### config.mk
export PLATFORM = sky130hd
export DESIGN_NAME = alu_operand_ctrl_flat
export DESIGN_NICKNAME = d
export VERILOG_FILES = /design/src/rtl/alu_operand_ctrl_if.sv /design/src/rtl/alu_operand_ctrl.sv /design/src/flat_wrapper.sv
export SDC_FILE = /design/constraint.sdc
export NUM_CORES = 1
export LEC_CHECK = 0
export ABC_AREA = 1
export BUFFER_PORTS_ARGS = -buffer_cell sky130_fd_sc_hd__buf_4
export CAP_MARGIN = 20
export CORE_MARGIN = 10
export CORE_UTILIZATION = 54
export CTS_BUF_LIST = sky130_fd_sc_hd__clkbuf_8
export DETAILED_ROUTE_END_ITERATION = 10
export PLACE_DENSITY_LB_ADDON = 0.12
export SETUP_SLACK_MARGIN = 0.5
export SYNTH_ARGS = -nofsm -noshare
export SYNTH_HDL_FRONTEND = slang
export SYNTH_SLANG_ARGS = --single-unit
### constraint.sdc
create_clock -name clk -period 1.5 [get_ports clk]
set_input_delay 0.075 -clock clk [delete_from_list [all_inputs] [get_ports clk]]
set_output_delay 0.075 -clock clk [all_outputs]
set_load 0.1 [all_outputs]
### src/rtl/alu_operand_ctrl_if.sv
// Instruction handshake bus for alu_operand_ctrl.
// The issuing side (master) presents one instruction and holds it until ready is seen.
interface alu_operand_ctrl_if #(
  parameter int n  = 4,
  parameter int AW = 2
);
  logic          instr_valid;
  logic          instr_ready;
  logic [3:0]    instr_op;
  logic [AW-1:0] instr_rd;
  logic [AW-1:0] instr_ra;
  logic [AW-1:0] instr_rb;
  logic          instr_imm_en;
  logic [n-1:0]  instr_imm;
  logic          instr_cin;

  modport master (
    output instr_valid, instr_op, instr_rd, instr_ra, instr_rb,
           instr_imm_en, instr_imm, instr_cin,
    input  instr_ready
  );

  modport slave (
    input  instr_valid, instr_op, instr_rd, instr_ra, instr_rb,
           instr_imm_en, instr_imm, instr_cin,
    output instr_ready
  );
endinterface

### src/rtl/alu_operand_ctrl.sv
// Operand/control stage in front of an n-bit ALU (AND/OR/ADD/SUB with Z/C flags).
// One instruction is taken per IDLE->EXEC->WB pass: operands are read from the
// register file at accept, the ALU settles during EXEC, and the result plus flags
// are captured at the edge that ends WB.
module alu_operand_ctrl #(
  parameter  int n    = 4,
  parameter  int NREG = 4,
  localparam int AW   = $clog2(NREG)
) (
  input  logic               clk,
  input  logic               rst_n,
  alu_operand_ctrl_if.slave  instr,
  output logic [n-1:0]       ALUA,
  output logic [n-1:0]       ALUB,
  output logic [3:0]         ALUcontrol,
  output logic               ALUFLAGin,
  input  logic [n-1:0]       ALUresult,
  input  logic [1:0]         ALUflags,
  output logic               wb_valid,
  output logic [n-1:0]       wb_data,
  output logic               err,
  output logic               flag_z,
  output logic               flag_c,
  input  logic [AW-1:0]      dbg_addr,
  output logic [n-1:0]       dbg_data
);

  localparam logic [3:0] OP_AND = 4'b0000;
  localparam logic [3:0] OP_OR  = 4'b0001;
  localparam logic [3:0] OP_ADD = 4'b0010;
  localparam logic [3:0] OP_SUB = 4'b0110;

  typedef enum logic [1:0] {
    IDLE = 2'd0,
    EXEC = 2'd1,
    WB   = 2'd2
  } state_t;

  state_t        state_q;
  state_t        state_d;
  logic [n-1:0]  rf [NREG];
  logic [AW-1:0] rd_q;

  logic          accept;
  logic          op_legal;
  logic          op_arith;
  logic [n-1:0]  operand_b;
  logic          carry_in;

  assign instr.instr_ready = (state_q == IDLE);
  assign dbg_data          = rf[dbg_addr];

  // Decode the presented instruction: legality, B operand source and carry-in choice.
  always_comb begin
    accept    = instr.instr_valid && (state_q == IDLE);
    op_legal  = 1'b0;
    op_arith  = 1'b0;
    case (instr.instr_op)
      OP_AND, OP_OR:   op_legal = 1'b1;
      OP_ADD, OP_SUB: begin
        op_legal = 1'b1;
        op_arith = 1'b1;
      end
      default: op_legal = 1'b0;
    endcase
    operand_b = instr.instr_imm_en ? instr.instr_imm : rf[instr.instr_rb];
    // Logic ops get the held C so the ALU can pass it through unchanged.
    if (op_arith) begin
      carry_in = instr.instr_cin ? flag_c : 1'b0;
    end else begin
      carry_in = flag_c;
    end
  end

  // State register.
  always_ff @(posedge clk or negedge rst_n) begin
    if (!rst_n) begin
      state_q <= IDLE;
    end else begin
      state_q <= state_d;
    end
  end

  // Next-state logic: a legal accept starts the fixed EXEC/WB sequence.
  always_comb begin
    state_d = state_q;
    case (state_q)
      IDLE: if (accept && op_legal) state_d = EXEC;
      EXEC: state_d = WB;
      WB:   state_d = IDLE;
      default: state_d = IDLE;
    endcase
  end

  // Latch ALU operands, op, carry-in and destination on a legal accept.
  always_ff @(posedge clk or negedge rst_n) begin
    if (!rst_n) begin
      ALUA       <= '0;
      ALUB       <= '0;
      ALUcontrol <= '0;
      ALUFLAGin  <= 1'b0;
      rd_q       <= '0;
    end else if (accept && op_legal) begin
      ALUA       <= rf[instr.instr_ra];
      ALUB       <= operand_b;
      ALUcontrol <= instr.instr_op;
      ALUFLAGin  <= carry_in;
      rd_q       <= instr.instr_rd;
    end
  end

  // Capture the settled ALU result and flags at the edge that ends WB.
  always_ff @(posedge clk or negedge rst_n) begin
    if (!rst_n) begin
      for (int i = 0; i < NREG; i++) begin
        rf[i] <= '0;
      end
      wb_valid <= 1'b0;
      wb_data  <= '0;
      flag_z   <= 1'b0;
      flag_c   <= 1'b0;
    end else begin
      wb_valid <= 1'b0;
      if (state_q == WB) begin
        rf[rd_q] <= ALUresult;
        wb_data  <= ALUresult;
        flag_z   <= ALUflags[1];
        flag_c   <= ALUflags[0];
        wb_valid <= 1'b1;
      end
    end
  end

  // One-cycle error pulse when an illegal op is accepted.
  always_ff @(posedge clk or negedge rst_n) begin
    if (!rst_n) begin
      err <= 1'b0;
    end else begin
      err <= accept && !op_legal;
    end
  end

endmodule

### src/flat_wrapper.sv
// flat-port wrapper written by rule: the top's interface ports become plain ports
module alu_operand_ctrl_flat 
#(
  parameter  int n    = 4,
  parameter  int NREG = 4,
  localparam int AW   = $clog2(NREG)
)
  (clk, rst_n, ALUA, ALUB, ALUcontrol, ALUFLAGin, ALUresult, ALUflags, wb_valid, wb_data, err, flag_z, flag_c, dbg_addr, dbg_data, instr_instr_valid, instr_instr_op, instr_instr_rd, instr_instr_ra, instr_instr_rb, instr_instr_imm_en, instr_instr_imm, instr_instr_cin, instr_instr_ready);
  alu_operand_ctrl_if #(.n(n), .AW(2)) instr_i ();
  input  logic clk;
  input  logic rst_n;
  output logic [n-1:0] ALUA;
  output logic [n-1:0] ALUB;
  output logic [3:0] ALUcontrol;
  output logic ALUFLAGin;
  input  logic [n-1:0] ALUresult;
  input  logic [1:0] ALUflags;
  output logic wb_valid;
  output logic [n-1:0] wb_data;
  output logic err;
  output logic flag_z;
  output logic flag_c;
  input  logic [AW-1:0] dbg_addr;
  output logic [n-1:0] dbg_data;
  input wire logic [$bits(instr_i.instr_valid)-1:0] instr_instr_valid;
  input wire logic [$bits(instr_i.instr_op)-1:0] instr_instr_op;
  input wire logic [$bits(instr_i.instr_rd)-1:0] instr_instr_rd;
  input wire logic [$bits(instr_i.instr_ra)-1:0] instr_instr_ra;
  input wire logic [$bits(instr_i.instr_rb)-1:0] instr_instr_rb;
  input wire logic [$bits(instr_i.instr_imm_en)-1:0] instr_instr_imm_en;
  input wire logic [$bits(instr_i.instr_imm)-1:0] instr_instr_imm;
  input wire logic [$bits(instr_i.instr_cin)-1:0] instr_instr_cin;
  output wire logic [$bits(instr_i.instr_ready)-1:0] instr_instr_ready;
  assign instr_i.instr_valid = instr_instr_valid;
  assign instr_i.instr_op = instr_instr_op;
  assign instr_i.instr_rd = instr_instr_rd;
  assign instr_i.instr_ra = instr_instr_ra;
  assign instr_i.instr_rb = instr_instr_rb;
  assign instr_i.instr_imm_en = instr_instr_imm_en;
  assign instr_i.instr_imm = instr_instr_imm;
  assign instr_i.instr_cin = instr_instr_cin;
  assign instr_instr_ready = instr_i.instr_ready;
  alu_operand_ctrl #(.n(n), .NREG(NREG)) u_core (.clk(clk), .rst_n(rst_n), .instr(instr_i), .ALUA(ALUA), .ALUB(ALUB), .ALUcontrol(ALUcontrol), .ALUFLAGin(ALUFLAGin), .ALUresult(ALUresult), .ALUflags(ALUflags), .wb_valid(wb_valid), .wb_data(wb_data), .err(err), .flag_z(flag_z), .flag_c(flag_c), .dbg_addr(dbg_addr), .dbg_data(dbg_data));
endmodule
==> flow_summary.yaml, run 1 <==
placed_design:
  io_buffers: 52
  globalplace.congestion: 0.861
  hpwl_um: 3830
  dpl-instance-area_mm2: 0.00252
logic_synthesis:
  syn_area_per_cell_um2: 7.75
  synth.net_count: 279
  synth_cell_types: 20
  synth.yosys.seq_area_share: 0.525
  yosys_warnings: 0
  syn_area_mm2: 0.00195
  ys_ff_latch: 41
  synthesis.instances: 252
floorplanning:
  rows: 21
  die_x_um: 80.1
  die_y_um: 80.1
  ios: 53
  start_util: 0.572
clock_tree:
  htree_levels: 2
  cts.sinks: 41
  cts_buffers: 5
  clockBufferDepth: 2
  cts_root_buf: "clkbuf_8"
run_status:
  status: "aborted with a tool error"
  stop_stage: "5_1_grt"
  toolErrorMsg: "[ERROR DPL-0038] Utilization greater than 100%, impossible to legalize"
timing:
  worstEpCategory: "register input"
  grt-worst-endpoint: "u_core.ALUB[3]$_DFFE_PN0P_/D"
global_route:
  grt_start_max_net_pins: 42
## cell usage after synthesis (all sizes together)
cell | number | area share
o22ai | 4 | 0.013
mux2 | 2 | 0.012
nand2 | 80 | 0.16
dfrtp | 41 | 0.53
clkbuf | 1 | 0.0019
nand3 | 13 | 0.033
inv | 21 | 0.040
a21oi | 4 | 0.010
o21ai | 38 | 0.099
nor2 | 42 | 0.086
buf | 6 | 0.024
## cells by family after synthesis
group,after synthesis,share of synthesized area
AOI/OAI and AO/OA,46,0.122
buffers and inverters,28,0.0666
DFF,41,0.525
muxes,2,0.0115
and+or+nand+nor,135,0.274
## stage by stage
| step | util | hold WS [ns] | cells | setup slack, ns |
|---|---|---|---|---|
| floorplan | - | -0.221 | 252 | -0.170 |
| global placement | 0.737 | 0.0778 | 345 | 0.244 |
| detailed placement | 0.737 | 0.0757 | 345 | 0.198 |
| CTS | 0.932 | 0.00560 | 381 | 0.283 |
## repair_timing
item                                    in CTS
pin swaps                                   33
endpoints found under the setup margin      63
buffers inserted                            23
hold buffers                                 3
cloned                                       2
endpoints found under the hold margin       43
resized for setup                           82
==> run 2, diff against run 1 <==
--- a/config.mk
+++ b/config.mk
@@ -9,11 +9,9 @@
 export BUFFER_PORTS_ARGS = -buffer_cell sky130_fd_sc_hd__buf_4
 export CAP_MARGIN = 20
 export CORE_MARGIN = 10
-export CORE_UTILIZATION = 54
-export CTS_BUF_LIST = sky130_fd_sc_hd__clkbuf_8
+export CORE_UTILIZATION = 40
 export DETAILED_ROUTE_END_ITERATION = 10
-export PLACE_DENSITY_LB_ADDON = 0.12
-export SETUP_SLACK_MARGIN = 0.5
+export PLACE_DENSITY_LB_ADDON = 0.15
 export SYNTH_ARGS = -nofsm -noshare
 export SYNTH_HDL_FRONTEND = slang
 export SYNTH_SLANG_ARGS = --single-unit
==> flow_summary.yaml, run 2 <==
clock_tree:
  htree_levels: 2
  cts_setup_buffers: 0
  cts.sinks: 41
  clk_latency_ns: 0.29
  path_clk_slew_ns: 0.08
  cts_tree: "yes"
  clockBufferDepth: 2
  cts_root_buf: "clkbuf_8"
  cts_buffers: 5
timing:
  fin_hold_ws_ns: 0.0115
  drv_slew: 0
  rsz0062_at_grt: "no"
  skew_ns: 0.00572
  hold_violations: 0
  maxSlewHeadroom: 0.664
  setup_viol: 0
  worst_pin_slew_ns: 0.504
  fin_crit_ns: 1.39
  max_freq_ghz: 0.718
  min_period_over_period: 0.929
  setup_tns_ns: 0
  setup_slack_ns: 0.107
global_route:
  grt_pass1_wl_um: 8710
  grt_use_total: 0.126
  antenna_found_initial: 0
  overflow: 0
  grt_start_max_net_pins: 42
  grt_pass1_vias: 1877
floorplanning:
  ios: 53
  start_util: 0.414
  die_x_um: 89.9
  die-area_mm2: 0.00808
  rows: 25
  die_y_um: 89.9
  core_area_mm2: 0.00472
cells_and_area:
  diodes: 0
  layout_common_cells: "78 x nand2_1, 54 x buf_4, 41 x dfrtp_1"
  areaGrowthSynthToFinish_pct: 32.6
  finish.utilization: 0.548
  fin_nets: 338
  top_register: "u_core.rf"
  final_layout_size_suffix_gt1_frac: 0.234
  largest_register_ffs: 16
  mostFrequentLayoutCell: "nand2_1"
logic_synthesis:
  synthArstFlopShare: 1.00
  synthesis.instances: 252
  synth_cell_types: 20
  synth.top_cell.area_share: 0.525
  synth_common_cells: "79 x nand2_1, 41 x dfrtp_1, 40 x nor2_1"
  synth.top_cells.by_area: "dfrtp_1 53%, nand2_1 15%, o21ai_0 8.7%"
  ys_ff_latch: 41
  synthFlopType: "dfrtp_1"
  synth.net_count: 279
  syn_area_per_cell_um2: 7.75
  synth_area_leader_cell: "dfrtp_1"
  yosys_warnings: 0
  yosysMostFrequentCell: "nand2_1"
  synth.yosys.seq_area_share: 0.525
  syn_area_mm2: 0.00195
  synth_edf_count: 0
power_and_ir_drop:
  powerDensity_mw_per_mm2: 2040
  p_total_w: 0.00528
  p_leak_nw: 1.35
  ir_drop_mv: 1.17
detailed_routing:
  num_vias: 1785
  drc: 0
  wl_um: 4960
  drtIter0Drc: 128
  first_pass_iters: 4
  routed_via_density: 4.71
  ant_nets: 0
  wl_per_cell_um: 13.1
run_status:
  status: "finished, final reports clean"
placed_design:
  pre_cts_ws_ns: 0.211
  io_buffers: 52
  hpwl_um: 3750
  globalplace.congestion: 0.894
job:
  cap_violations: 0
worst_setup_path:
  crit_arrival_ns: 1.32
  crit_type: "flip-flop to output pin"
  crit_path_start_kind: "flip-flop"
  critPathMaxFanout: 4
  cp.required_ns: 1.42
  endpoint_kind: "output pin"
min_path:
  worstHoldPathType: "input pin to flip-flop"
==> run 2: cell counts after synthesis <==
No cell type changed its count.
==> run 2: logic make-up after synthesis <==
| group | after synthesis | share of synthesized area |
|---|---|---|
| flip-flops | 41 | 0.525 |
| buffers and inverters | 28 | 0.0666 |
| AND/OR/NAND/NOR | 135 | 0.274 |
| multiplexers | 2 | 0.0115 |
| AO/OA/AOI/OAI | 46 | 0.122 |
==> run 2: cell type report <==
| cell class | count | area, um^2 |
|---|---|---|
| fillers | 478 | 2130 |
| flip-flops and latches | 41 | 1030 |
| multi-input cells | 183 | 830 |
| repair buffers | 59 | 455 |
| clock buffers | 7 | 86.3 |
| well taps | 67 | 83.8 |
| inverters | 21 | 78.8 |
| clock inverters | 1 | 30.0 |
==> run 2: critical path, cell delays in order, from the launching register on <==
cell and delay (ns):
dfrtp_1 0.45, o21ai_0 0.25, o22ai_2 0.09, buf_4 0.24
==> run 2: stage by stage <==
stage | instance area (um^2) | instances
2_1_floorplan | 1990 | 252
3_3_place_gp | 2420 | 366
3_5_place_dp | 2420 | 366
4_1_cts | 2590 | 379
5_1_grt | 2590 | 379
6_report | 2590 | 379
==> run 2: path summary, 6_finish.rpt <==
kind	start	end	slack (ns)	cells past startpoint
max in group asynchronous	rst_n	u_core.wb_data[1]$_DFFE_PN0P_	0.86	2
min in group asynchronous	rst_n	u_core.wb_valid$_DFF_PN0_	0.29	2
hold / removal	ALUflags[1]	u_core.flag_z$_DFFE_PN0P_	0.01	2
setup reg to reg	u_core.state_q[0]$_DFFE_PN0P_	u_core.ALUB[3]$_DFFE_PN0P_	0.21	8
setup / recovery	u_core.rf[8]$_DFFE_PN0P_	dbg_data[0]	0.11	3
hold reg to reg	u_core.ALUB[2]$_DFFE_PN0P_	u_core.ALUB[2]$_DFFE_PN0P_	0.48	2
==> run 2: what timing repair did <==
item / in CTS / in global routing
hold buffers: 5 / 0
setup endpoints to repair: 0 / 0
gates resized for setup: 0 / 0
hold endpoints to repair: 45 / 0
==> run 2: power by group <==
part / internal, W / switching [W]
logic: 0.000601 / 0.00187
registers: 0.00148 / 0.000424
clock network: 0.000542 / 0.000363
==> run 2: routing by layer <==
layer | share of wire | track usage | vias up | routed length (um)
met1 | 0.51 | 0.169 | 793 | 2520
met2 | 0.42 | 0.188 | 62 | 2060
li1 | - | - | 916 | -
met5 | 0 | 0 | - | 0
met3 | 0.051 | 0.0357 | 14 | 252
met4 | 0.024 | 0.0477 | 0 | 121
(Power assumes the default switching activity.)
